[src/rtl/tff_count_ctrl_pkg.sv]
// tff_count_ctrl_pkg: state encoding shared by the T-FF bank controllers
package tff_count_ctrl_pkg;
    typedef enum logic [1:0] {
        ST_IDLE = 2'b00,
        ST_RUN  = 2'b01,
        ST_DONE = 2'b10
    } state_t;
    localparam int DEF_WIDTH = 4;
endpackage

[src/rtl/tff_bank.sv]
// tff_bank: WIDTH T flip-flops, each toggling when its t input is high
module tff_bank #(
    parameter int WIDTH = 4
) (
    input  logic             clk,
    input  logic             rst,
    input  logic [WIDTH-1:0] t,
    output logic [WIDTH-1:0] q
);
    // every bit toggles on its own t; reset clears the whole bank
    always_ff @(posedge clk or negedge rst)
        if (!rst)
            q <= '0;
        else
            q <= q ^ t;
endmodule

[src/rtl/tff_count_ctrl.sv]
// tff_count_ctrl: sequences a T-FF bank as a programmable up/down counter
module tff_count_ctrl
    import tff_count_ctrl_pkg::*;
#(
    parameter int WIDTH = DEF_WIDTH
) (
    input  logic             clk,
    input  logic             rst,
    input  logic             start,
    input  logic             dir,
    input  logic [WIDTH-1:0] init,
    input  logic [WIDTH-1:0] limit,
    input  logic             pause,
    input  logic             abort,
    output logic             busy,
    output logic             done,
    output logic [WIDTH-1:0] q,
    output logic [WIDTH-1:0] tog
);
    state_t           state;
    logic             dir_r;
    logic [WIDTH-1:0] limit_r;
    logic [WIDTH-1:0] cnt_tog;
    logic             at_limit;

    assign at_limit = (q == limit_r);
    assign busy     = (state == ST_RUN);
    assign done     = (state == ST_DONE);

    tff_bank #(.WIDTH(WIDTH)) u_bank (
        .clk (clk),
        .rst (rst),
        .t   (tog),
        .q   (q)
    );

    // ripple toggle: a bit flips when all lower bits are 1 (up) or all 0 (down)
    always_comb begin
        logic c;
        c       = 1'b1;
        cnt_tog = '0;
        for (int i = 0; i < WIDTH; i++) begin
            cnt_tog[i] = c;
            c          = c & (dir_r ? q[i] : ~q[i]);
        end
    end

    // toggle vector: load-by-toggle on start, count in RUN unless stopped or paused
    always_comb begin
        tog = '0;
        case (state)
            ST_RUN:  tog = (abort || at_limit || pause) ? '0 : cnt_tog;
            ST_DONE: tog = '0;
            default: tog = start ? (q ^ init) : '0;
        endcase
    end

    // control FSM with the direction and terminal value latched on an accepted start
    always_ff @(posedge clk or negedge rst)
        if (!rst) begin
            state   <= ST_IDLE;
            dir_r   <= 1'b1;
            limit_r <= '0;
        end else begin
            case (state)
                ST_RUN:  state <= abort ? ST_IDLE : at_limit ? ST_DONE : ST_RUN;
                ST_DONE: state <= ST_IDLE;
                default: if (start) begin
                    state   <= ST_RUN;
                    dir_r   <= dir;
                    limit_r <= limit;
                end else
                    state <= ST_IDLE;
            endcase
        end
endmodule

[config.mk]
export PLATFORM = sky130hd
export DESIGN_NAME = tff_count_ctrl
export DESIGN_NICKNAME = d
export VERILOG_FILES = /design/src/rtl/tff_count_ctrl_pkg.sv /design/src/rtl/tff_bank.sv /design/src/rtl/tff_count_ctrl.sv
export SDC_FILE = /design/constraint.sdc
export NUM_CORES = 1
export LEC_CHECK = 0
export BUFFER_PORTS_ARGS = -buffer_cell sky130_fd_sc_hd__buf_4
export CAP_MARGIN = 20
export CORE_MARGIN = 2
export CORE_UTILIZATION = 41
export DETAILED_ROUTE_END_ITERATION = 8
export GPL_ROUTABILITY_DRIVEN = 0
export GPL_TIMING_DRIVEN = 0
export PLACE_DENSITY = 0.72
export SYNTH_ARGS = -nofsm -noshare
export SYNTH_HDL_FRONTEND = slang
export SYNTH_HIERARCHICAL = 1
export SYNTH_SLANG_ARGS = --single-unit
[constraint.sdc]
create_clock -name clk -period 1.67 [get_ports clk]
set_input_delay 0.0835 -clock clk [delete_from_list [all_inputs] [get_ports clk]]
set_output_delay 0.0835 -clock clk [all_outputs]
set_load 0.05 [all_outputs]
After elaboration in Yosys (flattened, before gate mapping)

Cells that the tools add are included.

Mux-type cells: 10
Reductions and logical operators: 4
Bitwise gates (word level): 8
Equality and inequality tests: 3

Operators with widths:

| cell                                                             | number |
|---|---|
| 4-bit 2-to-1 mux                                                 | 2 |
| 4-bit one-hot mux with 2 select lines                            | 1 |
| 4-bit XOR                                                        | 2 |
| 4-bit == test                                                    | 1 |
| 1-bit 2-to-1 mux                                                 | 4 |
| 2-bit 2-to-1 mux                                                 | 2 |
| 1-bit NOT                                                        | 4 |
| 2-bit one-hot mux with 2 select lines                            | 1 |
| 1-bit bitwise AND                                                | 2 |
| 2-bit by 1-bit == test with 1-bit output (second input constant) | 1 |
| 2-bit == test (second input constant)                            | 1 |
| 1-bit logical OR                                                 | 2 |
| 2-bit AND reduction                                              | 1 |
| 2-bit OR reduction                                               | 1 |

Word-level logic and storage cells: 29
Bits of input ports: 14
Output and inout bits: 10
Bits in registers: 11

Longest topological paths before layout

Depth in word-level cells: 7
Depth in mapped cells: 6
Depth with buffers taken out: 6

Cells and area by module

The synthesis kept the hierarchy.

Modules (own cells, without submodules):

| module         | instances | sequential area each (um^2) | area an instance (um^2) | cells each |
|---|---|---|---|---|
| tff_count_ctrl | 1         | 176.4                       | 481.7                   | 43 |
| tff_bank       | 1         | 100.1                       | 135.1                   | 8 |

Worst setup path after synthesis

OpenSTA, ideal clock, no wires.

Kind: reg-to-reg
Start point: register state[1]
End point: register u_bank.q[3]
Buffers on the path: 0
Stages on the path, launching flop included: 7
Arrival: 2.869 ns
Setup slack: -1.391 ns
Clock period less this slack: 3.061 ns
Cells stage by stage: dfrtp_1 inv_1 ha_1 nor3b_1 nand2b_1 o32ai_1 xor2_1

Longest elaborated chain between the ends: 3
Elaborated cells on any way between the ends: 4

RTL lines:

| element                                  | RTL line             | text |
|---|---|---|
| start, declared                          | tff_count_ctrl.sv:20 | `state_t state;` |
| start signal, assigned                   | tff_count_ctrl.sv:66 | `ST_RUN: state <= abort ? ST_IDLE : at_limit ? ST_DONE : ST_RUN;` |
| 2-bit by 1-bit == test with 1-bit output | -                    |  |
| named net busy                           | tff_count_ctrl.sv:15 | `output logic busy,` |
| 4-bit one-hot mux with 2 select lines    | tff_count_ctrl.sv:51 | `case (state)` |
| named net tog[3]                         | tff_count_ctrl.sv:18 | `output logic [WIDTH-1:0] tog` |
| 4-bit XOR                                | tff_bank.sv:15       | `q <= q ^ t;` |
| end signal, assigned                     | tff_bank.sv:15       |  |
| end, declared                            | tff_bank.sv:8        | `output logic [WIDTH-1:0] q` |

The timed path passes the listed nets, and every way through them passes these cells.
A chain may end at the register's enable or synchronous reset.

Worst setup path in the final report

Start point: register state[0]
End point: output tog[2]

Longest elaborated chain between the ends: 2
Elaborated cells on any way between the ends: 3

RTL lines:

| element                                                                          | RTL line |
|---|---|
| 2-bit == test / 2-bit by 1-bit == test with 1-bit output (equally long branches) | tff_count_ctrl.sv:51 |
| 4-bit one-hot mux with 2 select lines (*)                                        | tff_count_ctrl.sv:51 |
| end, declared                                                                    | tff_count_ctrl.sv:18 |

Mark *: on every way between the ends. The rest lies on a longest branch, timed or not.

==> results.py <==
metrics = {
    "logic_synthesis": {
        "synth.top_cells.by_area": "sky130_fd_sc_hd__dfrtp_1, sky130_fd_sc_hd__xor2_1, sky130_fd_sc_hd__mux2_2",
        "synth_largest_type_area_fraction_pct": 40.6,
        "yosysUniqueCellTypes": 21,
        "synthMostInstantiatedCell": "sky130_fd_sc_hd__dfrtp_1",
        "synth.net_count": 67,
        "yosysSeqAreaShare_pct": 44.8,
        "yosys_warnings": 6,
        "synth-async-reset-ratio_pct": 100,
        "yosys.area.top_type": "sky130_fd_sc_hd__dfrtp_1",
        "syn_area_um2": 617,
        "instance_count_of_the_mapped_netlist": 51,
        "synth-seq-cells": 11,
        "syn-mean-instance-area_um2": 12.1,
        "synth_enable_flop_cells": 0,
        "ys.flop_type": "sky130_fd_sc_hd__dfrtp_1",
        "synth.top_cells.by_count": "sky130_fd_sc_hd__dfrtp_1, sky130_fd_sc_hd__xor2_1, sky130_fd_sc_hd__mux2_2, sky130_fd_sc_hd__xnor2_1",
    },
    "routing": {
        "postRouteAntennaNets": 0,
        "drt_iter0_markers": 1,
        "number_of_remaining_drc_errors": 0,
        "firstDrtPassIters": 4,
        "per_cell_via_count_in_the_routed_design": 4.99,
        "routedWlPerCell_um": 14.0,
        "wirelength_um": 1540,
        "detailroute.via_count": 549,
    },
    "clock_tree": {
        "clock-root-buffer": "sky130_fd_sc_hd__clkbuf_4",
        "clock_insertion_delay_worst_skew_ps": 280,
        "cts_tree": "built",
        "h-tree-depth": 1,
        "cts_num_sinks": 11,
        "tritoncts.num_buffers": 3,
        "clock_path_buffers": 2,
        "clkSlewWorstSetupHoldPaths_ps": 70,
    },
    "die": {
        "dieArea_mm2": 0.00183,
        "die_w_um": 42.8,
        "fp-row-count": 13,
        "core-area_mm2": 0.00135,
        "top_level_ports": 24,
        "initial_core_util_pct": 45.7,
        "die_y_um": 42.8,
    },
    "run_status": {
        "violations": "setup timing",
        "status": "finished, violations left",
    },
    "grt": {
        "global_route_hottest_layer": "met2",
        "grt_util_met2_pct": 31.5,
        "largest_net_degree_at_the_start_of_global_routing": 12,
        "global_route_wire_length_before_repair_um": 2580,
        "initial_antenna_violation_count": 0,
        "first_global_vias": 544,
        "use_met1_pct": 24.0,
        "grt_util_met3_pct": 4.26,
        "track_usage_pct": 19.6,
        "grt_overflow_total": 0,
    },
    "pwr": {
        "leakagePower_nw": 0.491,
        "total_power_mw": 2.07,
        "worst_ir_drop_vdd_mv": 1.22,
        "powerDensity_mw_per_mm2": 1810,
    },
    "placement": {
        "placed_area_um2": 942,
        "port_buffers": 23,
    },
    "final_layout": {
        "layout_cells_sized_above_1_pct": 74.7,
        "layout.filler_cells": 70,
        "postLayoutCoreUtil_pct": 84.5,
        "num-nets-final": 112,
        "seq_area_um2": 282,
        "area_growth_pct": 85.0,
        "multi_input_area_um2": 467,
        "insertedDiodeCount": 0,
        "final_area_mm2": 0.00114,
    },
    "sta": {
        "setup_tns_ps": -983,
        "grt_setup_unrepaired": "true",
        "tightest_slew_ps": 346,
        "clock_skew_ps": 3.97,
        "finalHoldViolCount": 0,
        "min_period_ps": 1900,
        "max_clock_freq_mhz": 527,
        "whs_ps": 33.9,
        "setup_viol": 7,
        "maxSlewViolCount": 0,
        "timing.final.crit_share_pct": 114,
        "fin_ws_ps": -228,
        "relSlewSlack_pct": 76.9,
    },
    "critical_path": {
        "critPathCaptureType": "output port",
        "crit_path_start_kind": "flip-flop",
        "crit_required_ps": 1590,
        "crit_chain": "inv_2, ha_4, nor3b_4, nand2b_4, o32ai_4, buf_6",
        "worst_path_dominant_cell_family": "simple AND/OR/NAND/NOR gates",
        "critical_path_peak_fanout": 3,
        "critical-path-slowest-cell": "sky130_fd_sc_hd__dfrtp_1",
        "timing.setup.critical_path_class": "reg2out",
        "worstPathArrival_ps": 1810,
        "critical_path.n_buffers_inverters": 2,
        "timing.critical_path.slowest_cell_delay_ps": 390,
    },
    "run": {
        "cap_violations": 0,
    },
    "worst_hold_path": {
        "min-delay-path-class": "in2reg",
    },
}
[power breakdown]
group          internal (mW)  switching (mW)  total [mW]
logic                  0.628           0.713        1.34
clock network         0.0929          0.0984       0.191
registers              0.378           0.159       0.537
[worst paths after layout]
kind,from,endpoint,slack [ps],cells past startpoint
min in group asynchronous,rst,limit_r[0],180,2
hold / removal,dir,dir_r,30,2
setup reg to reg,state[0],u_bank/q[3],-110,8
setup / recovery,state[0],tog[2],-230,6
hold reg to reg,limit_r[2],limit_r[2],540,1
max in group asynchronous,rst,dir_r,1270,2
[metal layers]
| metal | up-vias | routed length (um) |
|---|---|---|
| met3 | 5 | 107 |
| met4 | 0 | 38 |
| met1 | 260 | 593 |
| met5 | - | 0 |
| met2 | 20 | 795 |
| li1 | 264 | - |
[kinds of logic after synthesis]
family	Yosys count	synth area share [%]
AOI/OAI and AO/OA	7	7.91
xor gates and xnor gates	13	19.7
adders and majority gates	2	4.06
buffers and inverters	4	3.65
DFF	11	44.8
muxes	5	9.13
and+or+nand+nor	9	10.8
[through the flow]
stage | instances | setup slack (ps)
4_1_cts | 102 | -267
5_1_grt | 110 | -301
3_3_place_gp | 89 | -96.0
6_report | 110 | -228
3_5_place_dp | 89 | -144
2_1_floorplan | 51 | -309
[repair_timing]
action,in CTS,in global routing
gates resized for setup,9,3
endpoints found under the setup margin,13,8
hold buffers,1,0
buffers inserted,9,9
pin swaps,7,6
cloned,0,0
endpoints found under the hold margin,11,0
[registers in the layout, summed over array words and instances (netlist names)]
register and cells:
state 2, u_bank/q 4, dir_r 1, limit_r 4
[placed cells by master (no fill, tap or decap), drive strengths merged, types with 2 or more instances in the layout]
master	n
ha	2
xnor2	5
o32ai	3
dfrtp	10
nor4	2
mux2	5
clkbuf	4
xor2	8
and2	2
buf	40
nand2	2
inv	3
[area by class of cell]
cell class,instances,share of cell area (%)
Clock buffer,4,2.30
Inverter,3,0.987
Multi-Input combinational cell,36,40.9
Sequential cell,11,24.7
Tap cell,15,1.64
Timing Repair Buffer,41,29.5
No activity file was read; power rests on OpenSTA's default activity.
